--- config.mk ---
export PLATFORM = sky130hd
export DESIGN_NAME = bus_rr_arbiter
export DESIGN_NICKNAME = d
export VERILOG_FILES = /design/src/rtl/bus_rr_arbiter.sv
export SDC_FILE = /design/constraint.sdc
export NUM_CORES = 1
export LEC_CHECK = 0
export CORE_MARGIN = 10
export CORE_UTILIZATION = 41
export CTS_CLUSTER_SIZE = 25
export DETAILED_ROUTE_END_ITERATION = 10
export GPL_ROUTABILITY_DRIVEN = 0
export HOLD_SLACK_MARGIN = 0.15
export PLACE_DENSITY_LB_ADDON = 0.1
export RECOVER_POWER = 25
export SETUP_SLACK_MARGIN = 0.3
export SLEW_MARGIN = 10
export SYNTH_ARGS = -nofsm -noshare
export SYNTH_HDL_FRONTEND = slang
export SYNTH_SLANG_ARGS = --single-unit
--- constraint.sdc ---
create_clock -name clk_i -period 2.05 [get_ports clk_i]
set_clock_uncertainty 0.1 [all_clocks]
set_input_delay 0.205 -clock clk_i [delete_from_list [all_inputs] [get_ports clk_i]]
set_output_delay 0.205 -clock clk_i [all_outputs]
set_load 0.02 [all_outputs]
--- src/rtl/bus_rr_arbiter.sv ---
// Two-master round-robin arbiter for the peripheral bus, with locked sequences
// and a forced lock release after the owner stays silent for LOCK_TMO idle cycles.
module bus_rr_arbiter #(
    parameter int unsigned LOCK_TMO = 64,
    parameter int unsigned TMO_W    = 7
) (
    input  logic        clk_i,
    input  logic        rst_i,
    input  logic        m0_req_i,
    input  logic        m0_we_i,
    input  logic        m0_lock_i,
    input  logic [31:0] m0_addr_i,
    input  logic [31:0] m0_data_i,
    output logic [31:0] m0_data_o,
    output logic        m0_ack_o,
    input  logic        m1_req_i,
    input  logic        m1_we_i,
    input  logic        m1_lock_i,
    input  logic [31:0] m1_addr_i,
    input  logic [31:0] m1_data_i,
    output logic [31:0] m1_data_o,
    output logic        m1_ack_o,
    output logic [31:0] s_addr_o,
    output logic [31:0] s_data_o,
    output logic        s_rd_o,
    output logic        s_wr_o,
    input  logic [31:0] s_data_i,
    output logic [1:0]  owner_o,
    output logic        lock_tmo_o
);

    localparam logic [1:0] ST_IDLE   = 2'd0;
    localparam logic [1:0] ST_STROBE = 2'd1;
    localparam logic [1:0] ST_ACK    = 2'd2;

    logic [1:0]       r_state;
    logic             r_sel;
    logic             r_last;
    logic             r_we;
    logic [31:0]      r_addr;
    logic [31:0]      r_wdata;
    logic [31:0]      r_m0_rdata;
    logic [31:0]      r_m1_rdata;
    logic [1:0]       r_owner;
    logic [TMO_W-1:0] r_tmo_cnt;

    logic w_locked;
    logic w_own_req;
    logic w_tmo_hit;
    logic w_grant;
    logic w_win;
    logic w_win_lock;

    assign w_locked   = (r_owner != 2'b00);
    assign w_own_req  = (r_owner[0] & m0_req_i) | (r_owner[1] & m1_req_i);
    // Release fires only when the owner is silent in the cycle the count is full.
    assign w_tmo_hit  = (r_state == ST_IDLE) & w_locked & ~w_own_req &
                        (r_tmo_cnt == TMO_W'(LOCK_TMO));
    assign w_win_lock = r_sel ? m1_lock_i : m0_lock_i;

    always_comb begin
        w_grant = 1'b0;
        w_win   = 1'b0;
        if (r_state == ST_IDLE) begin
            if (w_locked) begin
                w_grant = w_own_req;
                w_win   = r_owner[1];
            end else if (m0_req_i && m1_req_i) begin
                w_grant = 1'b1;
                w_win   = ~r_last;
            end else if (m0_req_i) begin
                w_grant = 1'b1;
                w_win   = 1'b0;
            end else if (m1_req_i) begin
                w_grant = 1'b1;
                w_win   = 1'b1;
            end
        end
    end

    always_ff @(posedge clk_i) begin
        if (rst_i) begin
            r_state    <= ST_IDLE;
            r_sel      <= 1'b0;
            r_last     <= 1'b1;
            r_we       <= 1'b0;
            r_addr     <= '0;
            r_wdata    <= '0;
            r_m0_rdata <= '0;
            r_m1_rdata <= '0;
            r_owner    <= 2'b00;
            r_tmo_cnt  <= '0;
        end else begin
            unique case (r_state)
                ST_IDLE: begin
                    if (w_tmo_hit) begin
                        r_owner   <= 2'b00;
                        r_tmo_cnt <= '0;
                    end else if (w_locked && !w_own_req) begin
                        r_tmo_cnt <= r_tmo_cnt + TMO_W'(1);
                    end else begin
                        r_tmo_cnt <= '0;
                    end
                    if (w_grant) begin
                        r_sel   <= w_win;
                        r_we    <= w_win ? m1_we_i : m0_we_i;
                        r_addr  <= w_win ? m1_addr_i : m0_addr_i;
                        r_wdata <= w_win ? m1_data_i : m0_data_i;
                        r_state <= ST_STROBE;
                    end
                end
                ST_STROBE: begin
                    if (!r_we) begin
                        if (r_sel) begin
                            r_m1_rdata <= s_data_i;
                        end else begin
                            r_m0_rdata <= s_data_i;
                        end
                    end
                    r_state <= ST_ACK;
                end
                ST_ACK: begin
                    r_last  <= r_sel;
                    r_owner <= w_win_lock ? (r_sel ? 2'b10 : 2'b01) : 2'b00;
                    r_state <= ST_IDLE;
                end
                default: r_state <= ST_IDLE;
            endcase
        end
    end

    assign s_rd_o     = (r_state == ST_STROBE) & ~r_we;
    assign s_wr_o     = (r_state == ST_STROBE) & r_we;
    assign m0_ack_o   = (r_state == ST_ACK) & ~r_sel;
    assign m1_ack_o   = (r_state == ST_ACK) & r_sel;
    assign s_addr_o   = r_addr;
    assign s_data_o   = r_wdata;
    assign m0_data_o  = r_m0_rdata;
    assign m1_data_o  = r_m1_rdata;
    assign owner_o    = r_owner;
    assign lock_tmo_o = w_tmo_hit;

endmodule

==> results of run 1 <==
synthesized netlist by cell type (4+ instances only):
cell,instances
nor2_1,7
nand2_1,138
a21oi_1,133
buf_6,4
dfxtp_1,142
buf_4,4
nand3_1,71
clkbuf_1,45
a311oi_2,38
o21ai_0,44
o21ai_1,22
nand2b_1,5
a311oi_1,26
inv_1,4
buf_2,23
cell type report:
cell class	instances	area, um2	area share
Tap cell	188	235	0.0228
Inverter	4	15.0	0.00146
Clock inverter	14	166	0.0161
Multi-Input combinational cell	526	3140	0.305
Clock buffer	18	439	0.0426
Sequential cell	142	2850	0.276
Timing Repair Buffer	340	3460	0.336
Antenna cell	1	2.50	0.000243
flip-flops by register name, summed over array words and instances, names as in the netlist:
name / cells
r_sel: 1
m1_data_o: 32
m0_data_o: 32
r_tmo_cnt: 7
r_state: 2
r_last: 1
s_addr_o: 32
owner_o: 2
r_we: 1
s_data_o: 32
routing by layer:
| layer | part of all wire | vias to the layer above |
|---|---|---|
| met4 | 0.026 | 0 |
| li1 | - | 3291 |
| met1 | 0.38 | 3222 |
| met2 | 0.50 | 263 |
| met5 | 0 | - |
| met3 | 0.094 | 37 |
worst reg2reg max path, delay by kind of cell, from the launching register on:
family,cells,cell delay (ns)
compound gates,3,0.64
simple gates,1,0.14
flops,1,0.47
buf+inv,1,0.37
logic make-up (layout without fill, tap and decap cells):
group,after synthesis,count (layout),share of synthesized area
AO/OA/AOI/OAI,280,280,0.310
buffers and inverters,83,376,0.0612
adder cells (fa/ha/maj),2,2,0.00396
other,0,1,0
AND/OR/NAND/NOR,242,242,0.172
XOR/XNOR,2,2,0.00277
flip-flops,142,142,0.450
power by group:
| part | switching [mW] | internal, mW | total (mW) |
|---|---|---|---|
| Sequential | 0.119 | 2.98 | 3.10 |
| Combinational | 1.15 | 1.04 | 2.19 |
| Clock | 1.22 | 1.94 | 3.16 |
path summary, 6_finish.rpt:
check                                   from                    endpoint  cells past startpoint
setup reg to reg     owner_o[0]$_SDFFE_PP0P_   s_data_o[14]$_SDFFE_PP0P_                      5
setup / recovery   r_tmo_cnt[0]$_SDFFE_PP0P_                  lock_tmo_o                      6
hold / removal                   s_data_i[3]   m0_data_o[3]$_SDFFE_PP0P_                      3
hold reg to reg   m0_data_o[30]$_SDFFE_PP0P_  m0_data_o[30]$_SDFFE_PP0P_                      2
through the flow:
stage / utilization / cells / worst slack (ns)
4_1_cts: 0.677 / 1226 / 0.133
5_1_grt: 0.681 / 1232 / 0.0680
6_report: 0.681 / 1233 / 0.213
3_3_place_gp: 0.636 / 1193 / 0.101
2_1_floorplan: - / 751 / 0.360
3_5_place_dp: 0.636 / 1193 / 0.0385
what timing repair did:
item	in CTS	in global routing
hold buffers	1	0
hold endpoints to repair	22	0
gates cloned	0	4
setup buffers	0	2
pin swaps	0	5
endpoints found under the setup margin	7	75
gates resized for setup	23	30
==> impl_metrics.py, run 1 <==
metrics = {
    "finish": {
        "fin_nets": 1201,
        "drive_gt1_frac": 0.128,
        "layout_common_cells": "286 x clkdlybuf4s50_1, 138 x nand2_1, 137 x dfxtp_1",
        "fillers": 1278,
        "area_delta_synth_final_pct": 63.2,
        "fin_area_mm2": 0.0103,
        "mostFrequentLayoutCell": "clkdlybuf4s50_1",
    },
    "run_status": {
        "status": "complete, no violations",
    },
    "synthesis": {
        "ys_ff_latch": 142,
        "yosysUniqueCellTypes": 43,
        "ys_seq_area_frac": 0.450,
        "yosysWarnings": 0,
        "synth_nets": 921,
        "synth-edff-count": 0,
        "synth.top_cell.area_share": 0.450,
        "syn-cell-area_mm2": 0.00632,
        "synth_cells": 751,
        "synth_top_area_cell": "dfxtp_1",
        "async_reset_ff_frac": 0,
        "avgSynthCellArea_um2": 8.42,
        "dominantRegCellSynth": "dfxtp_1",
        "synth_area_leaders": "dfxtp_1 45%, a21oi_1 11%, a311oi_2 9.0%",
    },
    "placed_design": {
        "dpl_cell_area_mm2": 0.00963,
        "io_buffers": 302,
        "hpwl_mm": 17.2,
    },
    "detailed_routing": {
        "finalWirelength_mm": 25.3,
        "vias": 6813,
        "vias_per_cell": 5.53,
        "first_pass_iters": 5,
        "drt_iter0_drc": 365,
        "wl_per_cell_um": 20.5,
        "final_antenna_net_count": 0,
        "drc": 0,
    },
    "sta": {
        "period_share": 0.896,
        "maxSlewHeadroom": 0.505,
        "fin_tns_setup_ns": 0,
        "max_clock_freq_mhz": 544,
        "hold_viol_final": 0,
        "worst_pin_slew_ns": 0.743,
        "drv_slew": 0,
        "rsz0062_at_grt": "yes",
        "setup_viol_count_final": 0,
        "period_minus_slack_ns": 1.84,
        "hold_ws_ns": 0.264,
    },
    "global_route": {
        "grt_max_degree": 69,
        "grt_use_total": 0.224,
        "busiest_layer": "met2",
        "grt_pass1_vias": 6528,
        "grt_pass1_wl_mm": 36.4,
        "grtUsageMet3": 0.0833,
        "grt_use_met2": 0.368,
        "grt_util_met1": 0.256,
        "grt_overflow": 0,
        "antenna_found_initial": 0,
    },
    "setup_path": {
        "max_stage_delay_ns": 0.31,
        "cp_max_fo": 2,
        "crit_arrival_ns": 1.53,
        "slowest_stage": "dfxtp_1",
        "cp_top_family": "simple AND/OR/NAND/NOR gates",
        "worstPathRequired_ns": 1.75,
        "crit_chain": "inv_1 -> ha_1 -> nor4b_4 -> nand3b_1 -> nor2_1 -> buf_4",
        "cp-start-kind": "register",
        "r2r_setup_slack_ns": 0.23,
        "critPathBufInv": 2,
        "path_class": "register to primary output",
        "crit_path_end_kind": "primary output",
    },
    "floorplan": {
        "fp.dieH_um": 144,
        "rows": 45,
        "die-area_mm2": 0.0208,
        "ios": 303,
        "initial_utilization": 0.417,
        "die_x_um": 144,
        "core_area_mm2": 0.0151,
    },
    "clock_network": {
        "cts_tree": "done",
        "cts_buffer_depth": 2,
        "clockRootBuffer": "clkbuf_16",
        "clock_sinks": 142,
        "clkTransAtPathRegs_ns": 0.06,
        "numCtsBuffers": 17,
        "clkLatencyLatePin_ns": 0.42,
        "h-tree-depth": 4,
    },
    "min_path": {
        "hold_class": "input pin to register",
    },
    "flow_run": {
        "maxCapViolCount": 0,
    },
    "power_and_ir_drop": {
        "finalPower_mw": 8.44,
        "p_leak_nw": 3.53,
        "powerDensity_mw_per_mm2": 819,
        "ir_worst_vdd_mv": 0.566,
    },
}
(Power assumes the default switching activity.)
==> inputs of run 2 (changes only) <==
CTS_CLUSTER_DIAMETER = 40   (was unset)
==> results of run 2 <==
The final DEF is identical to that of run 1; final timing and power are the same.
